[src/rtl/uart_tx_arbiter.sv]
// Round-robin arbiter that lets NUM_REQ requesters share one UART transmitter, one frame at a time.
// Optional per-byte watchdog enabled by defining UART_TX_ARB_TIMEOUT_EN.
`timescale 1ns/1ps

module uart_tx_arbiter #(
    parameter int NUM_REQ        = 4,
    parameter int TIMEOUT_CYCLES = 65535
) (
    input  logic                 clk,
    input  logic                 rst_n,
    input  logic [NUM_REQ-1:0]   req,
    input  logic [8*NUM_REQ-1:0] req_data,
    input  logic [1:0]           parity_type,
    input  logic [1:0]           baud_rate,
    input  logic                 active_flag,
    input  logic                 done_flag,
    output logic                 send,
    output logic [7:0]           data_in,
    output logic [1:0]           tx_parity_type,
    output logic [1:0]           tx_baud_rate,
    output logic [NUM_REQ-1:0]   gnt,
    output logic [NUM_REQ-1:0]   ack,
    output logic                 busy
`ifdef UART_TX_ARB_TIMEOUT_EN
    ,
    output logic                 timeout_err
`endif
);

    localparam int IDX_W = $clog2(NUM_REQ);

    typedef enum logic [1:0] {IDLE, START, WAIT_DONE, RELEASE} state_t;

    state_t           state;
    state_t           state_next;
    logic [IDX_W-1:0] last_winner;
    logic [IDX_W-1:0] winner;
    logic [IDX_W-1:0] rr_idx;
    logic             any_req;
    logic             done_prev;
    logic             done_rise;
    logic             abort;
    logic [7:0]       req_bytes [NUM_REQ];

    always_comb begin
        for (int k = 0; k < NUM_REQ; k++) begin
            req_bytes[k] = req_data[8*k +: 8];
        end
    end

    // Search starts just after the previous winner so every requester gets a turn.
    always_comb begin
        any_req = 1'b0;
        winner  = last_winner;
        rr_idx  = '0;
        for (int k = 1; k <= NUM_REQ; k++) begin
            rr_idx = IDX_W'((int'(last_winner) + k) % NUM_REQ);
            if (!any_req && req[rr_idx]) begin
                any_req = 1'b1;
                winner  = rr_idx;
            end
        end
    end

    assign done_rise = done_flag & ~done_prev;

`ifdef UART_TX_ARB_TIMEOUT_EN
    localparam int CNT_W = $clog2(TIMEOUT_CYCLES + 1);

    logic [CNT_W-1:0] cycle_cnt;
    logic             cnt_hit;

    assign cnt_hit = (cycle_cnt + 1'b1) == CNT_W'(TIMEOUT_CYCLES);
    assign abort   = cnt_hit && (((state == START) && !active_flag) ||
                                 ((state == WAIT_DONE) && !done_rise));

    always_ff @(posedge clk or negedge rst_n) begin
        if (!rst_n) begin
            cycle_cnt   <= '0;
            timeout_err <= 1'b0;
        end else begin
            timeout_err <= abort;
            if (state == IDLE && any_req) begin
                cycle_cnt <= '0;
            end else if (state == START || state == WAIT_DONE) begin
                cycle_cnt <= cycle_cnt + 1'b1;
            end
        end
    end
`else
    assign abort = 1'b0;
`endif

    always_comb begin
        state_next = state;
        send       = (state == START);
        busy       = (state != IDLE);
        case (state)
            IDLE: begin
                if (any_req) state_next = START;
            end
            START: begin
                if (active_flag)  state_next = WAIT_DONE;
                else if (abort)   state_next = RELEASE;
            end
            WAIT_DONE: begin
                if (done_rise || abort) state_next = RELEASE;
            end
            RELEASE: begin
                if (!active_flag && !done_flag) state_next = IDLE;
            end
            default: state_next = IDLE;
        endcase
    end

    // Frame settings are captured once at grant and held for the whole frame.
    always_ff @(posedge clk or negedge rst_n) begin
        if (!rst_n) begin
            state          <= IDLE;
            last_winner    <= IDX_W'(NUM_REQ - 1);
            gnt            <= '0;
            ack            <= '0;
            data_in        <= 8'h00;
            tx_parity_type <= 2'b00;
            tx_baud_rate   <= 2'b00;
            done_prev      <= 1'b0;
        end else begin
            state     <= state_next;
            done_prev <= done_flag;
            ack       <= '0;
            if (state == IDLE && any_req) begin
                last_winner    <= winner;
                gnt            <= NUM_REQ'(1) << winner;
                data_in        <= req_bytes[winner];
                tx_parity_type <= parity_type;
                tx_baud_rate   <= baud_rate;
            end
            if (state == WAIT_DONE && done_rise) begin
                ack <= gnt;
            end
            if (state == RELEASE && state_next == IDLE) begin
                gnt <= '0;
            end
        end
    end

endmodule

[config.mk]
export PLATFORM = sky130hd
export DESIGN_NAME = uart_tx_arbiter
export DESIGN_NICKNAME = d
export VERILOG_FILES = /design/src/rtl/uart_tx_arbiter.sv
export SDC_FILE = /design/constraint.sdc
export NUM_CORES = 1
export LEC_CHECK = 0
export ABC_AREA = 1
export BUFFER_PORTS_ARGS = -buffer_cell sky130_fd_sc_hd__buf_2
export CORE_UTILIZATION = 47
export CTS_CLUSTER_DIAMETER = 40
export DETAILED_ROUTE_END_ITERATION = 6
export GPL_TIMING_DRIVEN = 0
export PLACE_DENSITY = 0.78
export RECOVER_POWER = 100
export SLEW_MARGIN = 20
export SYNTH_ARGS = -nofsm -noshare
export SYNTH_HDL_FRONTEND = slang
export SYNTH_SLANG_ARGS = --single-unit
[constraint.sdc]
create_clock -name clk -period 2.1 [get_ports clk]
set_input_delay 0.315 -clock clk [delete_from_list [all_inputs] [get_ports clk]]
set_output_delay 0.315 -clock clk [all_outputs]
set_load 0.01 [all_outputs]
Word-level counts from Yosys, hierarchy flattened
Cells that the tools add are included.

$add $sub $neg: 4. Magnitude comparators: 5. Eq/ne operators: 3. Shift operators: 1. Muxes and demuxes: 27. Bitwise operators: 3. Reduce and logical (&&, ||, !) cells: 16.

Operators by type and width (number): binary-select mux 8 bit (select 2 bit) (1); 2-to-1 mux 2 bit (8); 2-to-1 mux 8 bit (2); less-than comparator 2 x 3 -> 1 bit (second input constant) (4); 2-to-1 mux 4 bit (3); binary-select mux 1 bit (select 2 bit) (4); 2-to-1 mux 1 bit (8); one-hot mux 2 bit (4 select lines) (1); logical AND 1 bit (7); logical NOT 1 bit (5); adder 2 x 1 -> 2 bit (second input constant) (2); adder 2 bit (second input constant) (2); equality test 2 bit (second input constant) (2); logical NOT 2 bit (2); nonzero test 2 bit (2); left shift 1 x 2 -> 4 bit (first input constant) (1); >= comparator 3 bit (second input constant) (1); inverter 2 -> 3 bit (1); equality test 2 x 1 -> 1 bit (second input constant) (1); bitwise AND 1 bit (1); inverter 1 bit (1).

Register bits: 25. Input port bits: 44. Output and inout bits: 22. Logic and storage cells: 67.

Longest topological paths before layout
Word-level depth: 18. Mapped depth: 16. Depth with buffers taken out: 14.

Worst setup path after synthesis
OpenSTA, ideal clock, no wires.

Kind: flip-flop to flip-flop. From: reg last_winner[0]. To: reg data_in[2]. Setup time: 0.118 ns. Arrival time: 1.635 ns. Required time: 1.982 ns. Setup slack: 0.347 ns. Cell stages (with the launch flop): 16. Buffers on the path: 2. Period minus slack after synthesis: 1.753 ns. Cells stage by stage: dfstp_2 > buf_6 > inv_8 > nand2_2 > nand2_2 > nand2_2 > nand2_4 > inv_6 > nand3_4 > nand2_4 > buf_8 > nand2_2 > nand2_1 > nand2_1 > nand2_1 > nor2_2.

Longest elaborated chain between the ends: 17. Elaborated cells on any way between the ends: 31. Those cells by class: 4 x add/sub; 19 x mux; 1 x bitwise; 7 x reduce/logical.

Ends and longest elaborated chain: start: declaration (RTL line 36) `logic [IDX_W-1:0] last_winner;`; start signal: assignment (RTL line 120) `last_winner <= IDX_W'(NUM_REQ - 1);`; start signal: assignment (RTL line 132) `last_winner <= winner;`; adder 2 x 1 -> 2 bit (RTL line 57) `rr_idx = IDX_W'((int'(last_winner) + k) % NUM_REQ);`; binary-select mux 1 bit (select 2 bit) (RTL line 58) `if (!any_req && req[rr_idx]) begin`; 2-to-1 mux 1 bit (implied by the code) (RTL line 58); 2-to-1 mux 1 bit (RTL line 58); logical NOT 1 bit (RTL line 58); logical AND 1 bit (RTL line 58); 2-to-1 mux 1 bit (RTL line 58); logical NOT 1 bit (RTL line 58); logical AND 1 bit (RTL line 58); 2-to-1 mux 1 bit (RTL line 58); logical NOT 1 bit (RTL line 58); logical AND 1 bit (RTL line 58); 2-to-1 mux 2 bit (RTL line 58); inverter 2 -> 3 bit (implied by the code) (RTL line 134) `data_in <= req_bytes[winner];`; binary-select mux 8 bit (select 2 bit) (RTL line 134); 2-to-1 mux 8 bit (implied by the code) (2 in a row) (RTL line 134); end signal: assignment (RTL line 134); end: declaration (RTL line 18) `output logic [7:0] data_in,`.

Several ways; a longest one is shown, not always the timed one. The select of a mux whose other input is x is not followed. A chain may end at the register's enable or synchronous reset.

Worst setup path after layout
From: reg last_winner[0]. To: reg data_in[1].

Same word-level chain as after synthesis.

==> metrics.csv <==
metric;value;unit
switch share;0.514;
sequential fraction of design power;0.241;
DR vias/cell;4.65;
critical path's slowest cell;dfstp_2;
layout cells sized above 1;0.360;
f_max;510;MHz
Cell Area, Synth;1670;sq um
Post-synth EDFFs;0;
final hold vios;0;
vias in the first global route;1378;
crit share post-route;0.934;
reg2reg end;data_in[1];
final WL;3500;microns
run status;finished, final reports clean;
DR vias;1571;
post-synthesis cell type count;29;
HPWL Detailed;2820;microns
most frequent cells in the layout;80 x nand2_1, 41 x buf_2, 27 x nand2_2, 25 x clkbuf_1, 23 x dfrtp_1;
Final Power;3260;uW
maximum buffer depth of the clock tree;2;
VDD IR max;0.851;mV
Comb pwr share;0.697;
power per cell area;1580;nW/um^2
HP Class;in2reg;
CP startpoint kind;flop;
Max Clock Skew;0.00617;ns
routing usage on met3;0.0378;
Fin Setup TNS;0;ns
# Max-Cap Violations;0;
DR WL/cell;10.3;microns
M2 GR Usage;0.373;
total track usage;0.193;
RSZ-0062 raised after global routing;false;
reg-to-reg startpoint;last_winner[0];
DRC Markers;0;
synthesized instance count;222;
Initial Util;0.496;
grt ovf;0;
busiest layer in global routing;met2;
leakage power;0.00109;uW
Port Buf Inserts;65;
largest net degree at the start of global routing;26;
Pre-Repair DR Iteration Count;4;
Worst Path Buf+Inv;4;
Seq/Total Area, Yosys;0.377;
Mapped Nets;266;
filler cell count;360;
minimum clock period;1.96;ns
pre-CTS setup slack;0.163;ns
Post-synth top flop;dfrtp_1;
CTS H-Tree Depth;1;
commonest non-fill, non-tap cell in the layout;nand2_1;
Detail Route Antenna Nets;0;
row count;21;
clk sinks;25;
initial antenna violation count;0;
# IOs;66;
placed insts;333;
Max FO, Critical Path;10;
Mapped Avg Cell Area;7.51;sq um
Finish-stage setup viols;0;
CP Launch Point;last_winner[0];
R2R depth;12;
internal reg-to-reg setup slack;0.14;ns
Worst-Skew Late Latency;0.31;ns
Crit path depth;12;
final net count;337;
Die Span Y;61.5;microns
CTS root buffer;clkbuf_4;
Pins Over Slew Limit;0;
die width;61.5;microns
Yosys reg bits;25;
antenna cell count;0;
Post-synth ARST share;1.00;
routability cong.;0.796;
Worst Path Arrival;2.18;ns
worst path cell trace;buf_6 -> inv_8 -> nand2_2 -> nand3_1 -> nand2_2 -> nand4_2 -> nand2_4 -> inv_4 -> buf_6 -> or2_0 -> nand2_1 -> nor2_2;
number of post-CTS setup repair buffers;0;
TritonCTS Buffers;3;
crit-path leading delay family;simple AND/OR/NAND/NOR gates;
total core area;3360;sq um
Slew HR;0.145;
global-route wire length before repair;5510;microns
Worst Setup End Kind;flop;
Synth-to-Final Area Change;23.3;%
clock power share;0.063;
WP data required;2.31;ns
Worst-Margin Slew;1.28;ns
kind of critical path;reg2reg;
fin worst setup slack;0.138;ns
met1 usage;0.227;
Critical Path End;data_in[1];
switching pwr;1670;uW
die area;3790;sq um
Yosys warnings;0;
Reg clk slew, reported paths;0.13;ns
DRT iter0 DRCs;40;
CTS tree;done;
crit-path max cell delay;0.55;ns
Int Pwr;1580;uW
Finished Layout Cells;338;
## kinds of logic (layout without fill, tap and decap cells)
logic type             Yosys count  count (layout)  share of synthesized area
DFF                             25              25                      0.377
and+or+nand+nor                160             160                      0.493
AOI/OAI and AO/OA               12              12                     0.0443
buffers and inverters           25              95                     0.0856
## power by group through the flow
stage / Combinational, uW / Clock, uW / Sequential, uW
after floorplan: 1780 / 0 / 847
after global placement: 2320 / 0 / 782
after detailed placement: 2370 / 0 / 788
after CTS: 2370 / 210 / 779
after global routing: 2590 / 223 / 810
final: 2270 / 204 / 783
## metrics by stage
| step | util | cell area, sq um | hold slack (ns) |
|---|---|---|---|
| finish | 0.611 | 2060 | 0.172 |
| global route | 0.611 | 2060 | 0.164 |
| CTS | 0.620 | 2090 | 0.148 |
| detailed placement | 0.609 | 2050 | 0.330 |
| global placement | 0.609 | 2050 | 0.327 |
| floorplan | - | 1670 | 0.0194 |
## what timing repair did
item,4_1_cts,5_1_grt
hold endpoints to repair,23,0
hold buffers,1,0
gates resized for setup,0,2
endpoints found under the setup margin,0,1
## cell usage after synthesis, types with 2 or more instances
cell type  number  area [sq um]
inv_2           3          11.3
dfrtp_1        23           576
dfstp_2         2          52.6
nand4_1         2          12.5
nand2_1        79           297
nor2_2          5          31.3
inv_1          15          56.3
nand3b_1        8          60.1
nor2_1         19          71.3
or2_2           7          43.8
o22ai_1         3          18.8
nand2_4         5          56.3
buf_6           3          33.8
o21ai_0         4          20.0
nand3_1         3          15.0
nand2_2        27           169
a21oi_1         2          10.0
## cell type report
cell class              count  area, sq um  area share
multi-input cells         172          900       0.438
flip-flops and latches     25          628       0.306
repair buffers             66          305       0.149
inverters                  21         93.8      0.0456
well taps                  46         57.6      0.0280
plain buffers               4         45.0      0.0219
clock buffers               4         26.3      0.0128
## how the worst min path moves through the flow
stage                     startpoint  cells past startpoint  slack, ns               to
after floorplan                rst_n                      0       0.02           ack[0]
after global placement         rst_n                      1       0.33  tx_baud_rate[0]
after detailed placement       rst_n                      1       0.33  tx_baud_rate[0]
after CTS                  done_flag                      1       0.15        done_prev
after global routing       done_flag                      1       0.16        done_prev
final                      done_flag                      1       0.17        done_prev
## layer usage
metal	vias up	routed length [microns]
met4	0	8
met3	2	149
met5	-	0
met2	37	1830
li1	827	-
met1	705	1500
## sequential cells by signal (all words and copies together), names as in the netlist
name            flops
tx_baud_rate        2
ack                 4
state               2
last_winner         2
tx_parity_type      2
gnt                 4
data_in             8
done_prev           1
No activity file was read; power rests on OpenSTA's default activity.
